<file path="config.mk">
export PLATFORM = sky130hd
export DESIGN_NAME = mtimer_clint
export DESIGN_NICKNAME = d
export VERILOG_FILES = /design/src/rtl/mtimer_pkg.sv /design/src/rtl/mtime_tick_gen.sv /design/src/rtl/mtimer_clint.sv
export SDC_FILE = /design/constraint.sdc
export NUM_CORES = 1
export LEC_CHECK = 0
export CAP_MARGIN = 15
export CORE_MARGIN = 3
export CORE_UTILIZATION = 45
export DETAILED_ROUTE_END_ITERATION = 12
export MAX_ROUTING_LAYER = met4
export PLACE_DENSITY = 0.71
export SLEW_MARGIN = 20
export SYNTH_ARGS = -nofsm -noshare
export SYNTH_HDL_FRONTEND = slang
export SYNTH_SLANG_ARGS = --single-unit
</file>
<file path="constraint.sdc">
create_clock -name CLK -period 4.7 [get_ports CLK]
set_clock_uncertainty 0.15 [all_clocks]
set_input_delay 0.705 -clock CLK [delete_from_list [all_inputs] [get_ports CLK]]
set_output_delay 0.705 -clock CLK [all_outputs]
set_load 0.02 [all_outputs]
</file>
<file path="src/rtl/mtimer_pkg.sv">
// mtimer_pkg: register map offsets, reset constants and types for the machine timer
package mtimer_pkg;
  typedef logic [63:0] mtime_t;
  localparam int unsigned MTIME_LO_OFS    = 'h00;
  localparam int unsigned MTIME_HI_OFS    = 'h04;
  localparam int unsigned MTIMECMP_BASE   = 'h10;
  localparam int unsigned MTIMECMP_STRIDE = 8;
  localparam mtime_t      MTIMECMP_RST    = '1;
endpackage

</file>
<file path="src/rtl/mtime_tick_gen.sv">
// mtime_tick_gen: prescaler producing a one-cycle TICK enable every PRESCALE enabled cycles
// Ports: CLK clock, RSTn sync active-low reset, EN count enable, TICK enable pulse (combinational on the wrap count)
module mtime_tick_gen #(
  parameter int PRESCALE = 1
) (
  input  logic CLK,
  input  logic RSTn,
  input  logic EN,
  output logic TICK
);
  localparam int CW = PRESCALE > 1 ? $clog2(PRESCALE) : 1;
  logic [CW-1:0] cnt;
  assign TICK = EN && cnt == CW'(PRESCALE - 1);
  always_ff @(posedge CLK) begin
    if (!RSTn) cnt <= '0;
    else if (EN) cnt <= TICK ? '0 : cnt + CW'(1);
  end
endmodule

</file>
<file path="src/rtl/mtimer_clint.sv">
// mtimer_clint: memory-mapped RISC-V machine timer with per-hart mtimecmp and MTIP
// Ports: CLK/RSTn (sync active-low), EN count enable, BUS_* 32-bit single-cycle-latency
//        register bus (ACK one cycle after REQ, ERR on unmapped offsets), MTIME_VALUE live
//        counter, MTIP registered per-hart interrupt level
module mtimer_clint
  import mtimer_pkg::*;
#(
  parameter int PRESCALE = 1,
  parameter int N_HARTS  = 1,
  parameter int ADDR_W   = 8
) (
  input  logic               CLK,
  input  logic               RSTn,
  input  logic               EN,
  input  logic               BUS_REQ,
  input  logic               BUS_WE,
  input  logic [ADDR_W-1:0]  BUS_ADDR,
  input  logic [31:0]        BUS_WDATA,
  output logic [31:0]        BUS_RDATA,
  output logic               BUS_ACK,
  output logic               BUS_ERR,
  output mtime_t             MTIME_VALUE,
  output logic [N_HARTS-1:0] MTIP
);
  logic tick;
  mtime_t mtime;
  mtime_t cmp [N_HARTS];
  logic [31:0] shadow;
  logic [ADDR_W-1:0] ofs;
  logic [N_HARTS-1:0] lo_hit, hi_hit;
  logic mt_lo_hit, mt_hi_hit, mapped, wr, mt_lo_wr, mt_hi_wr;
  logic [31:0] rd_mux;
  logic unused_addr_lsb;
  mtime_tick_gen #(.PRESCALE(PRESCALE)) u_tick (
    .CLK (CLK),
    .RSTn(RSTn),
    .EN  (EN),
    .TICK(tick)
  );
  assign unused_addr_lsb = ^BUS_ADDR[1:0];
  assign ofs = {BUS_ADDR[ADDR_W-1:2], 2'b00};
  assign wr = BUS_REQ && BUS_WE;
  assign mt_lo_hit = ofs == ADDR_W'(MTIME_LO_OFS);
  assign mt_hi_hit = ofs == ADDR_W'(MTIME_HI_OFS);
  assign mt_lo_wr = wr && mt_lo_hit;
  assign mt_hi_wr = wr && mt_hi_hit;
  assign MTIME_VALUE = mtime;
  // MTIME_HI reads come from the shadow latched by the last MTIME_LO read, so a LO-then-HI
  // pair always sees one coherent 64-bit snapshot even across a carry.
  always_comb begin
    lo_hit = '0;
    hi_hit = '0;
    rd_mux = mt_lo_hit ? mtime[31:0] : mt_hi_hit ? shadow : '0;
    for (int h = 0; h < N_HARTS; h++) begin
      lo_hit[h] = ofs == ADDR_W'(MTIMECMP_BASE + MTIMECMP_STRIDE * h);
      hi_hit[h] = ofs == ADDR_W'(MTIMECMP_BASE + MTIMECMP_STRIDE * h + 4);
      if (lo_hit[h]) rd_mux = cmp[h][31:0];
      if (hi_hit[h]) rd_mux = cmp[h][63:32];
    end
    mapped = mt_lo_hit || mt_hi_hit || |lo_hit || |hi_hit;
  end
  always_ff @(posedge CLK) begin
    if (!RSTn) begin
      mtime     <= '0;
      shadow    <= '0;
      cmp       <= '{default: MTIMECMP_RST};
      MTIP      <= '0;
      BUS_ACK   <= 1'b0;
      BUS_ERR   <= 1'b0;
      BUS_RDATA <= '0;
    end else begin
      BUS_ACK   <= BUS_REQ;
      BUS_ERR   <= BUS_REQ && !mapped;
      BUS_RDATA <= BUS_REQ && !BUS_WE ? rd_mux : '0;
      if (BUS_REQ && !BUS_WE && mt_lo_hit) shadow <= mtime[63:32];
      // A software write to either half wins over the tick on that edge; the tick is dropped.
      mtime <= mt_lo_wr || mt_hi_wr
             ? {mt_hi_wr ? BUS_WDATA : mtime[63:32], mt_lo_wr ? BUS_WDATA : mtime[31:0]}
             : mtime + 64'(tick);
      for (int h = 0; h < N_HARTS; h++) begin
        if (wr && lo_hit[h]) cmp[h][31:0] <= BUS_WDATA;
        if (wr && hi_hit[h]) cmp[h][63:32] <= BUS_WDATA;
        MTIP[h] <= mtime >= cmp[h];
      end
    end
  end
endmodule

</file>
# Word level (Yosys, flattened, before mapping)
# Cells that the tools add are included.
# totals
reg_bits	196
output_inout_bits	99
word_cells	44
inputBits	45
# op_classes
n_reduce_logical	17
bitwise_logic	1
n_eq_ne	5
addsub	2
mux	8
magnitude_cmp	1
# op_table
operator	count
$mux W32	6
$add A64 B1 Y64	1
$ge A64 B64 Y1	1
$mux W64	1
$eq A6 B3 Y1 const B	2
$logic_and A1 B1 Y1	9
$logic_not A8 Y1	1
$eq A6 B1 Y1 const B	1
$logic_or A1 B1 Y1	4
$ne A2 B2 Y1 const B	2
$logic_not A1 Y1	2
$reduce_and A2 Y1	1
$add A1 B1 Y1 const B	1
$mux W1	1
$not A1 Y1	1

# Longest topological paths before layout
# logic_depth
ltp_word	6
mapped_depth	10
depth_no_buf	9

# By module
# From an unflattened synthesis, not the netlist that was laid out.
# hier_totals
cells_unflattened	1356
hier_area_um2	10731.5
# by_module_without_submodules
mod	seq_area_each_um2	cells_per_inst	area_each_um2	instances
mtimer_clint	3903.7	1353	10696.5	1
mtime_tick_gen	20.0	3	35.0	1

# Worst setup path after synthesis
# No wires, ideal clock.
# synth_timing
path_kind	in2reg
startpoint	in EN
endpoint	reg mtime[40], in the netlist MTIME_VALUE[40]
setup_time_ps	74
t_required_ps	4476
arrival_time_ps	2804
slack_ps	1671
stages	9
path_buffers	1
path_cell_list	nor2b_1 -> ha_1 -> ha_1 -> and3_1 -> nand3_1 -> or4_1 -> buf_2 -> or4_1 -> a31oi_1
# synth_between
elab_chain_cells	3
# synth_rtl
element	line_no	text
start: declaration	mtimer_clint.sv:14	input logic EN,
$logic_and A1 B1 Y1	mtime_tick_gen.sv:13	assign TICK = EN && cnt == CW'(PRESCALE - 1);
$add A64 B1 Y64	mtimer_clint.sv:79	: mtime + 64'(tick);
$mux W64	mtimer_clint.sv:78	? {mt_hi_wr ? BUS_WDATA : mtime[63:32], mt_lo_wr ? BUS_WDATA : mtime[31:0]}
end signal: assignment	mtimer_clint.sv:77	mtime <= mt_lo_wr || mt_hi_wr
end: declaration	mtimer_clint.sv:26	mtime_t mtime;
# No other way between the ends.
# A chain may end at the register's enable or synchronous reset.

# Worst setup path after layout
# Ends and elaborated chain as after synthesis.

==> impl_results.md <==
* Starting density of the core at 0.464
* Maximum vdd ir drop at approximately 160 µV
* PwrDens at 272 nW/µm²
* Worst EP arrival at approximately 3800 ps
* Clk root buf: clkbuf_16
* Pin count of the biggest net entering global routing at 71
* Final Hold Viols at 0
* Async S/R FF share, synth at 0
* Port buffer count at between 100 and 150
* Reg2Reg Setup Slack at about 1600 ps
* Clock Path Buffers at 2
* Synth unique cells at between 60 and 70
* Synth Warn # at 0
* Tot Pwr at around 0.0035 W
* Layout cells sized above 1 at 0.0552
* Slew Limit Headroom at 0.375
* Vias at ~11,000
* Worst hold path class: reg2reg
* Setup violators final at 0
* H-Tree Depth at 4
* Worst setup path startpoint: EN
* DIE HEIGHT at 160 µm
* Period minus WS final at between 3000 and 4000 ps
* DRC Markers at 0
* Die area at between 20,000 and 30,000 µm²
* WL final at approximately 37 mm
* Vias per std cell at slightly above 6
* Lkg Pwr at roughly 5.2 nW
* Peak Freq at 282 MHz
* DRT iter0 DRCs at 1,182
* Reg2reg path depth at 8
* Initial antenna violation count at 0
* Setup crit end kind: flop
* First-pass GRT wire length at roughly 57 mm
* WS Path Type: in2reg
* Critical Path Start Type: primary input
* ANT cells at 0
* Antenna-violating nets left at 0
* CP max-delay cell: or4_1
* Max FO, Critical Path at 10
* Synth Register Bits at about 200
* Latest clock arrival within the worst-skew pair at ~440 ps
* Period utilisation layout at 0.756
* Post-Syn Nets at between 1,000 and 1,500
* Crit path to: MTIME_VALUE[40]
* Fill cell count at roughly 2,200
* Ys flop type: dfxtp_1
* CTS tree: done
* CP Cell Sequence: clkdlybuf4s50_1, nor2b_1, ha_1, ha_1, and3_1, nand3_1, or4_1, or4_1, a31oi_1
* First-pass DRT Iterations at 8
* Register area share after synthesis at 0.368
* TritonCTS Buffers at 17
* Commonest non-fill, non-tap cell in the layout: nand2_1
* Hold Slack at between 300 and 400 ps
* DR WL/cell at slightly above 20 µm
* Cts repair resizes at 0
* Std cell rows at 55
* Nets at 1,583
* Slew Limit Fails at 0
* Cells after Synth at around 1,400
* Synthesized area per cell at between 7 and 8 µm²
* Max cap viols at 0
* Total GRT Usage at 0.291
* Number of synthesized flops with an enable pin at 0
* Critical Path Max Stage Delay at ~700 ps
* Worst-path clk slew at around 70 ps
* Reg2reg start: MTIME_VALUE[0]
* Dpl hpwl at 26.3 mm
* Hold Buf Count CTS at 0
* Placed instance area at about 12,000 µm²
* Worst R2R End: MTIP
* RSZ-0062 raised after global routing: false
* Status: completed
* Finished Cell Area at between 10,000 and 15,000 µm²
* Setup TNS at 0 ps
* Core area at roughly 23,000 µm²
* Worst-Margin Slew at a little over 900 ps
* Required @ worst endpoint at 4910 ps
* Clk sinks at between 150 and 200
* Vias in the first global route at 9,849
* Commonest non-fill, non-tap cells in the layout: 212 x nand2_1, 196 x dfxtp_1, 152 x a21oi_1
* Setup repair bufs after CTS at 0
* I/O Pins at about 140
* Grt ovf at 0
* RePlAce Congestion at between 0.9 and 1
* Post-Syn Area at roughly 11,000 µm²
* Area Overhead vs Synth at 21.6%
* DIE WIDTH at 160 µm
==> cell families (layout without fill, tap and decap cells) <==
kind of cell    after synthesis  after routing  share of synthesized area
fa+ha+maj                    66             66                     0.0774
flops                       196            196                      0.368
mux                          46             46                     0.0440
simple gates                532            532                      0.235
buf+inv                     166            275                     0.0596
compound gates              361            361                      0.209
xor+xnor                      9              9                    0.00739
==> synth_stat cells (all sizes together) (7+ instances only) <==
cell type    n  area, µm²
nor3        28        160
o211ai      68        510
nand4       34        234
and3        15       93.8
and4        10       87.6
or3          8       55.1
o22ai        7       43.8
o21ai       49        245
a211oi      16        120
nor2       129        484
or4          7       52.6
xnor2        7       61.3
buf         19       83.8
mux2         7       78.8
inv         78        293
nor2b        8       50.1
nand3       41        205
nand2      212        796
dfxtp      196       3920
mux2i       39        390
ha          66        826
a21oi      152        761
a31oi       17        106
clkbuf      69        259
nor4        22        159
==> metrics by stage <==
stage / setup WS [ps] / utilization / instances
after global placement: 804 / 0.536 / 1766
after global routing: 971 / 0.564 / 1798
after CTS: 1170 / 0.564 / 1798
after detailed placement: 735 / 0.536 / 1766
after floorplan: 1670 / - / 1376
final: 1150 / 0.564 / 1798
==> per-layer routing <==
| metal | track usage | vias up | routed length (µm) | part of all wire |
|---|---|---|---|---|
| met5 | - | - | 0 | 0 |
| met4 | 0.0923 | 0 | 953 | 0.026 |
| met3 | 0.0495 | 77 | 3550 | 0.096 |
| met2 | 0.443 | 547 | 16700 | 0.45 |
| met1 | 0.395 | 5091 | 15900 | 0.43 |
| li1 | - | 5128 | - | - |
==> critical path, delay by kind of cell <==
| kind | cells | cell delay (ps) |
|---|---|---|
| buffers and inverters | 1 | 470 |
| adder cells (fa/ha/maj) | 2 | 450 |
| AND/OR/NAND/NOR | 5 | 1950 |
| AO/OA/AOI/OAI | 1 | 180 |
==> power by group <==
group	switching (W)	internal [W]	total, W
logic	0.000160	0.0000860	0.000246
clock network	0.000698	0.000908	0.00161
registers	0.0000142	0.00167	0.00168
==> how the worst min path moves through the flow <==
stage / from / end / slack [ps] / depth (start not counted)
after floorplan: shadow[11] / shadow[11] / 280 / 2
after global placement: shadow[24] / shadow[24] / 290 / 2
after detailed placement: shadow[11] / shadow[11] / 290 / 2
after CTS: shadow[25] / shadow[25] / 310 / 2
after global routing: shadow[5] / shadow[5] / 320 / 2
final: shadow[4] / shadow[4] / 310 / 2
==> area by class of cell <==
| class | count | area (µm²) | area share |
|---|---|---|---|
| multi-input combinational | 1014 | 6140 | 0.473 |
| clock inverter | 15 | 220 | 0.0170 |
| sequential | 196 | 3920 | 0.302 |
| timing repair buffer | 165 | 1580 | 0.122 |
| tap | 313 | 392 | 0.0302 |
| clock buffer | 17 | 425 | 0.0328 |
| inverter | 78 | 293 | 0.0226 |
==> flip-flops by register name, summed over array words and instances, names as in the netlist <==
| signal | flops |
|---|---|
| BUS_ACK | 1 |
| u_tick.cnt | 1 |
| MTIP | 1 |
| BUS_RDATA | 32 |
| shadow | 32 |
| BUS_ERR | 1 |
| MTIME_VALUE | 64 |
| cmp | 64 |
(Power assumes the default switching activity.)
